$ cat src/rtl/imply_stack.sv
// imply_stack -- LIFO of pending implications (variable index, value).
//
// The conflict detector pushes implications. The solver pops one per cycle to
// drive unit propagation, and flushes the stack on conflict or backtrack.
//
// Ports:
//   clock         rising-edge clock
//   reset         asynchronous, active-low reset
//   push_en       push request (implication from the conflict detector)
//   push_var_idx  implied variable index
//   push_val      implied value
//   pop_en        pop request from the solver
//   flush         discard all entries; overrides push/pop in the same cycle
//   top_valid     stack non-empty, top_* meaningful
//   top_var_idx   variable index of the top entry (0 when empty)
//   top_val       value of the top entry (0 when empty)
//   empty / full  occupancy flags derived from count
//   count         current occupancy (PTR_BITS+1 bits)
//   overflow      sticky flag: a push was dropped because the stack was full
//   dup_drop      (IMPLY_STACK_DEDUP_EN only) one-cycle pulse after a push
//                 was dropped because its variable was already present
//
// Optional feature macro: IMPLY_STACK_DEDUP_EN (adds a presence bitmap that
// drops duplicate pushes of a variable already on the stack).

`ifndef MAX_VARS
`define MAX_VARS 16
`endif
`ifndef MAX_VARS_BITS
`define MAX_VARS_BITS 4
`endif

module imply_stack #(
  parameter int DEPTH    = `MAX_VARS,
  parameter int PTR_BITS = `MAX_VARS_BITS
) (
  input  logic                      clock,
  input  logic                      reset,
  input  logic                      push_en,
  input  logic [`MAX_VARS_BITS-1:0] push_var_idx,
  input  logic                      push_val,
  input  logic                      pop_en,
  input  logic                      flush,
  output logic                      top_valid,
  output logic [`MAX_VARS_BITS-1:0] top_var_idx,
  output logic                      top_val,
  output logic                      empty,
  output logic                      full,
  output logic [PTR_BITS:0]         count,
`ifdef IMPLY_STACK_DEDUP_EN
  output logic                      dup_drop,
`endif
  output logic                      overflow
);

  localparam logic [PTR_BITS:0] DEPTH_C = (PTR_BITS + 1)'(DEPTH);
  localparam logic [PTR_BITS:0] ONE_C   = (PTR_BITS + 1)'(1);

  // Storage: no reset needed, contents are qualified by count.
  logic [`MAX_VARS_BITS-1:0] mem_idx_r [DEPTH];
  logic                      mem_val_r [DEPTH];

  logic [PTR_BITS:0]         count_r;
  logic [PTR_BITS:0]         count_nxt_s;
  logic                      overflow_r;
  logic                      overflow_nxt_s;

  logic [PTR_BITS-1:0]       sp_s;
  logic [PTR_BITS-1:0]       top_addr_s;
  logic [`MAX_VARS_BITS-1:0] top_var_s;
  logic                      empty_s;
  logic                      full_s;
  logic                      push_ok_s;
  logic                      wr_en_s;
  logic [PTR_BITS-1:0]       wr_addr_s;

`ifdef IMPLY_STACK_DEDUP_EN
  logic [DEPTH-1:0]          present_r;
  logic [DEPTH-1:0]          present_nxt_s;
  logic                      dup_s;
  logic                      replace_same_s;
  logic                      dup_drop_r;
`endif

  // Pointer arithmetic. When count==DEPTH the low bits wrap to 0, so the
  // top address (sp-1) still lands on the last entry.
  assign sp_s       = count_r[PTR_BITS-1:0];
  assign top_addr_s = sp_s - PTR_BITS'(1);
  assign top_var_s  = mem_idx_r[top_addr_s];
  assign empty_s    = (count_r == '0);
  assign full_s     = (count_r == DEPTH_C);

`ifdef IMPLY_STACK_DEDUP_EN
  // Duplicate detection: a push that replaces the same variable in place is
  // not a duplicate, since that variable's entry is leaving the stack.
  always_comb begin
    replace_same_s = pop_en && !empty_s && (push_var_idx == top_var_s);
    if (push_en && present_r[push_var_idx] && !replace_same_s) begin
      dup_s = 1'b1;
    end else begin
      dup_s = 1'b0;
    end
  end
  assign push_ok_s = push_en && !dup_s;
`else
  assign push_ok_s = push_en;
`endif

  // Next-state decode: flush wins, then replace, push, overflow, pop.
  always_comb begin
    count_nxt_s    = count_r;
    overflow_nxt_s = overflow_r;
    wr_en_s        = 1'b0;
    wr_addr_s      = sp_s;
`ifdef IMPLY_STACK_DEDUP_EN
    present_nxt_s  = present_r;
`endif
    if (flush) begin
      count_nxt_s    = '0;
      overflow_nxt_s = 1'b0;
`ifdef IMPLY_STACK_DEDUP_EN
      present_nxt_s  = '0;
`endif
    end else if (push_ok_s && pop_en && !empty_s) begin
      // Replace in place: old top consumed, new implication becomes top.
      wr_en_s   = 1'b1;
      wr_addr_s = top_addr_s;
`ifdef IMPLY_STACK_DEDUP_EN
      // Clear before set so a same-variable replace keeps its bit.
      present_nxt_s[top_var_s]    = 1'b0;
      present_nxt_s[push_var_idx] = 1'b1;
`endif
    end else if (push_ok_s && !full_s) begin
      wr_en_s     = 1'b1;
      wr_addr_s   = sp_s;
      count_nxt_s = count_r + ONE_C;
`ifdef IMPLY_STACK_DEDUP_EN
      present_nxt_s[push_var_idx] = 1'b1;
`endif
    end else if (push_ok_s) begin
      overflow_nxt_s = 1'b1;
    end else if (pop_en && !empty_s) begin
      count_nxt_s = count_r - ONE_C;
`ifdef IMPLY_STACK_DEDUP_EN
      present_nxt_s[top_var_s] = 1'b0;
`endif
    end else begin
      count_nxt_s = count_r;
    end
  end

  // Pointer and flag state.
  always_ff @(posedge clock or negedge reset) begin
    if (!reset) begin
      count_r    <= '0;
      overflow_r <= 1'b0;
`ifdef IMPLY_STACK_DEDUP_EN
      present_r  <= '0;
      dup_drop_r <= 1'b0;
`endif
    end else begin
      count_r    <= count_nxt_s;
      overflow_r <= overflow_nxt_s;
`ifdef IMPLY_STACK_DEDUP_EN
      present_r  <= present_nxt_s;
      dup_drop_r <= dup_s && !flush;
`endif
    end
  end

  // Entry storage write port.
  always_ff @(posedge clock) begin
    if (wr_en_s) begin
      mem_idx_r[wr_addr_s] <= push_var_idx;
      mem_val_r[wr_addr_s] <= push_val;
    end
  end

  // Top-of-stack read, forced to zero when empty.
  always_comb begin
    if (empty_s) begin
      top_var_idx = '0;
      top_val     = 1'b0;
    end else begin
      top_var_idx = top_var_s;
      top_val     = mem_val_r[top_addr_s];
    end
  end

  assign top_valid = !empty_s;
  assign empty     = empty_s;
  assign full      = full_s;
  assign count     = count_r;
  assign overflow  = overflow_r;
`ifdef IMPLY_STACK_DEDUP_EN
  assign dup_drop  = dup_drop_r;
`endif

endmodule

$ cat config.mk
export PLATFORM = sky130hd
export DESIGN_NAME = imply_stack
export DESIGN_NICKNAME = d
export VERILOG_FILES = /design/src/rtl/imply_stack.sv
export SDC_FILE = /design/constraint.sdc
export NUM_CORES = 1
export LEC_CHECK = 0
export CORE_MARGIN = 10
export CORE_UTILIZATION = 63
export DETAILED_ROUTE_END_ITERATION = 12
export MAX_ROUTING_LAYER = met4
export PLACE_DENSITY = 0.84
export SYNTH_ARGS = -nofsm -noshare
export SYNTH_HDL_FRONTEND = slang
export SYNTH_SLANG_ARGS = --single-unit
export TNS_END_PERCENT = 10
$ cat constraint.sdc
create_clock -name clock -period 4.7 [get_ports clock]
set_clock_uncertainty 0.1 [all_clocks]
set_input_delay 0.94 -clock clock [delete_from_list [all_inputs] [get_ports clock]]
set_output_delay 0.94 -clock clock [all_outputs]
set_load 0.01 [all_outputs]
Word-level counts from Yosys, hierarchy flattened
Memory sizes are Yosys's and may differ from the RTL's. Cells that the tools add are included.

Output and inout bits: 14. Input port bits: 10. RAM bits: 80. Register bits: 6. Memories: 2.

Memory list: mem_idx_r (depth 16, width 4, read ports 1, clocked after Yosys merged registers in 0, wr ports 1, line 60) `` logic [`MAX_VARS_BITS-1:0] mem_idx_r [DEPTH]; ``; mem_val_r (depth 16, width 1, read ports 1, clocked after Yosys merged registers in 0, wr ports 1, line 61) `logic mem_val_r [DEPTH];`.

Add/subtract/negate cells: 3. Reduce and logical (&&, ||, !) cells: 11. Multiplexer cells: 18. Equality and inequality tests: 4.

Operators by type and width (count): 5-bit 2-to-1 mux (5); 4-bit 2-to-1 mux (3); 1-bit 2-to-1 mux (10); 3-bit AND reduction (2); 5-bit by 1-bit adder with 5-bit output, second input constant (1); 5-bit equality test, second input constant (1); 5-bit logical NOT (1); 5-bit by 1-bit subtractor with 5-bit output, second input constant (1); 1-bit logical AND (4); 2-bit != test, second input constant (2); 4-bit by 1-bit subtractor with 4-bit output, second input constant (1); 3-bit by 1-bit != test with 1-bit output, second input constant (1); 3-bit nonzero test (1); 1-bit logical NOT (2); 2-bit nonzero test (1).

Longest topological paths before layout
Word-level depth: 8. Mapped depth: 11. Gate-level depth less buffers: 9.

Least setup slack after synthesis
OpenSTA, ideal clock, no wires.

Path type: flip-flop to output port. Start point: reg count_r[0], in the netlist count[0]. End point: out top_val. Slack: 1.305 ns. Stages on the path, launching flop included: 9. Data required time: 3.660 ns. Arrival time: 2.355 ns. Cells stage by stage: dfrtp_1 buf_2 buf_4 inv_1 ha_1 clkbuf_1 mux4_2 mux2i_1 o22ai_1.

Cells in the longest elaborated chain, start to end: 3. Elaborated cells on any way between the ends: 4. Those cells by class: 1 x add/sub; 1 x mux; 1 x reduce/logical; 1 x memory.

RTL lines: start: declaration (line 63) `logic [PTR_BITS:0] count_r;`; start signal: assignment (line 162) `count_r <= count_nxt_s;`; 4-bit by 1-bit subtractor with 4-bit output (line 88) `assign top_addr_s = sp_s - PTR_BITS'(1);`; memory 16 x 1 bit; 1-bit 2-to-1 mux * (line 181) `if (empty_s) begin`; end: declaration (line 46) `output logic top_val,`.

Every way passes the cells marked *; elsewhere a longest branch is shown, timed or not.

Final worst setup path
Start point: reg count_r[1], in the netlist count[1]. End point: out top_var_idx[0].

Cells in the longest elaborated chain, start to end: 3. Elaborated cells on any way between the ends: 4. Those cells by class: 1 x add/sub; 1 x mux; 1 x reduce/logical; 1 x memory.

RTL lines: 4-bit by 1-bit subtractor with 4-bit output (line 88); memory 16 x 4 bit; 4-bit 2-to-1 mux * (line 181); end: declaration (line 45) `` output logic [`MAX_VARS_BITS-1:0] top_var_idx, ``.

Marked as above.

==> impl_metrics.toml <==
[detailed_routing]
drtAntennaViolNets = 0
drtIter0Drc = 145
first_pass_iters = 4
viasPerCell = 6.42
postRouteWirelength_um = 7550
wl_per_cell_um = 22.1
num_vias = 2188
drc = 0

[place]
place.detailed.hpwl_um = 5240
pre_cts_ws_ns = 1.12
postPlaceCellArea_um2 = 4190
portBuffers = 23
place.gp.congestion = 0.893

[sta]
fin_crit_ns = 3.95
setup_viol_count_final = 0
fin_crit_sh_pct = 83.9
maxSlewHeadroom_pct = 59.6
finalMaxSlewViolations = 0
setup_ws_ns = 0.754
whs_ns = 0.416
setup_tns_ns = 0
rsz0062_at_grt = "false"
finalHoldViolations = 0
max_freq_ghz = 0.253
tightest_slew_ns = 0.605

[final_layout]
diodes = 0
drive_gt1_share_pct = 17.3
layout.nets = 278
syn_to_final_growth_pct = 11.8
fillCellCount = 380
final_area_um2 = 4380

[critical_path]
path_max_fanout = 24
cp_slowest_stage_delay_ns = 0.54
criticalPathCategory = "reg -> out"
reg2reg_slack_ns = 1.72
arrival_ns = 2.91
cpMaxStageDelayCell = "dfrtp_1"
start_kind = "register"
crit_path_end_kind = "primary output"
cp_data_required_time_ns = 3.66
path_cells = "inv_1 -> ha_1 -> buf_4 -> mux4_2 -> mux2i_1 -> o22ai_1 -> clkdlybuf4s50_1"

[die]
dieArea_um2 = 9770
die_w_um = 98.8
boundaryPins = 24
row_count = 28
core-area_um2 = 5990
initial_core_util_pct = 65.3
die_h_um = 98.8

[power_and_ir_drop]
seqPwrFrac_pct = 35.0
internal_power_mw = 1.75
ir_drop_v = 0.000548
swShare_pct = 35.9
p_comb_share_pct = 47.3
power.density_nw_per_um2 = 625
leakagePower_nw = 1.43
clkPwrFrac_pct = 17.6
p_switching_mw = 0.981
finalPower_mw = 2.73

[global_routing]
grtUsageTotal_pct = 16.5
antenna_found_initial = 0
grt_pass1_wl_um = 12000
grt_pass1_vias = 2193
gr-total-overflow = 0
grt_start_max_net_pins = 29

[synth]
synth_compound_area_share_pct = 8.09
yosysWarnings = 0
synth_xor_area_share_pct = 0.895
synthesis.area_um2 = 3910
synthAdderAreaFrac_pct = 2.43
yosys_most_used_dff = "edfxtp_1"
synth_cell_types = 49
synth_seq_cells = 86
syn-num-nets = 253
ys_seq_area_share_pct = 65.2
synthMuxAreaShare_pct = 14.1
post_synth.cell_area_avg_um2 = 16.6
synth_top_family_by_area = "multiplexers"
yosys.area_share.simple_pct = 6.75
async_flop_share_pct = 6.98
synth_edf_count = 80
syn_inst = 236

[worst_hold_path]
hp-class = "reg -> reg"

[clocking]
clock_sinks = 86
numCtsBuffers = 9
insertion_delay_ns = 0.34
cts.reportedPaths.clkPinSlew_ns = 0.08
ctsLongestPathBuffers = 2
cts.repair.resized = 0
cts_hold_buf = 0
tritoncts = "yes"
cts_setup_buffers = 0
cts_root_buf = "clkbuf_8"
cts_max_level = 3

[run]
maxCapViolCount = 0

[outcome]
status = "complete, no violations"
-- power groups by stage --
stage | Clock (mW) | Combinational [mW] | Sequential [mW]
after floorplan | 0 | 0.902 | 0.946
after global placement | 0 | 1.27 | 0.971
after detailed placement | 0 | 1.30 | 0.976
after CTS | 0.488 | 1.31 | 0.958
after global routing | 0.519 | 1.40 | 0.968
final | 0.483 | 1.29 | 0.957
-- final timing paths --
check,cells after the start,from,to
setup / recovery,7,count[1],top_var_idx[0]
hold / removal,2,overflow,overflow
setup reg to reg,7,count[1],mem_idx_r[0][2]
hold reg to reg,2,overflow,overflow
max in group asynchronous,1,reset,count[0]
min in group asynchronous,1,reset,overflow
-- cells in the final DEF, fill, tap and decap left out, drive strengths merged, types with 2 or more instances in the layout --
master	count
clkdlybuf4s50	23
nand3	7
clkinv	3
nor4	2
nor2	11
and3	2
o21ai	7
mux2i	10
dfrtp	6
nand2b	2
xnor2	2
a21oi	18
a211oi	4
inv	8
buf	3
ha	6
clkbuf	12
mux4	20
nor3	5
a2bb2oi	2
edfxtp	80
xor2	2
a311oi	2
nand2	5
o22ai	5
-- critical path, delay by kind of cell (launching register included) --
family | cells | cell delay (ns)
buf+inv | 3 | 1.00
flops | 1 | 0.54
mux | 2 | 0.60
compound gates | 1 | 0.11
fa+ha+maj | 1 | 0.31
-- cells in the mapped netlist, types with 2 or more instances --
cell type	n	area [um^2]
mux2i_1	10	100
buf_4	3	22.5
nand2_1	5	18.8
a21oi_1	18	90.1
ha_1	6	75.1
and3_1	2	12.5
xnor2_1	2	17.5
buf_2	3	15.0
clkbuf_1	5	18.8
edfxtp_1	80	2400
nand2b_1	2	12.5
nor2_1	11	41.3
nand3_1	6	30.0
xor2_1	2	17.5
mux4_2	20	450
dfrtp_1	6	150
a2bb2oi_1	2	17.5
o21ai_1	5	25.0
inv_1	7	26.3
a211oi_2	4	50.1
nor4_1	2	12.5
nor3_1	4	20.0
o22ai_1	5	31.3
-- area by class of cell --
cell class / instances / area (um^2) / area share (%)
multi-input combinational: 130 / 1260 / 28.8
clock inverter: 4 / 47.5 / 1.09
tap: 75 / 93.8 / 2.14
timing repair buffer: 26 / 253 / 5.78
clock buffer: 12 / 135 / 3.09
sequential: 86 / 2550 / 58.3
inverter: 8 / 32.5 / 0.743
-- state kept, by name, indices dropped and copies added (netlist names) --
| name | flops |
|---|---|
| count | 5 |
| overflow | 1 |
| mem_idx_r | 64 |
| mem_val_r | 16 |
-- per-layer routing --
layer | vias to the layer above | track usage (%) | routed length [um] | part of all wire, %
li1 | 1001 | - | - | -
met1 | 1098 | 20.8 | 3180 | 42
met2 | 80 | 25.6 | 3770 | 50
met3 | 9 | 4.75 | 531 | 7.0
met4 | 0 | 4.63 | 64 | 0.85
met5 | - | - | 0 | 0
-- cells by family after synthesis --
group	after synthesis
DFF	86
muxes	30
buffers and inverters	20
adders and majority gates	7
xor gates and xnor gates	4
and+or+nand+nor	43
AOI/OAI and AO/OA	46
-- stage by stage --
step / utilization [%] / std cells
global route: 73.0 / 341
floorplan: - / 236
CTS: 73.0 / 341
detailed placement: 70.0 / 325
global placement: 70.0 / 325
finish: 73.0 / 341
No activity file was read; power rests on OpenSTA's default activity.
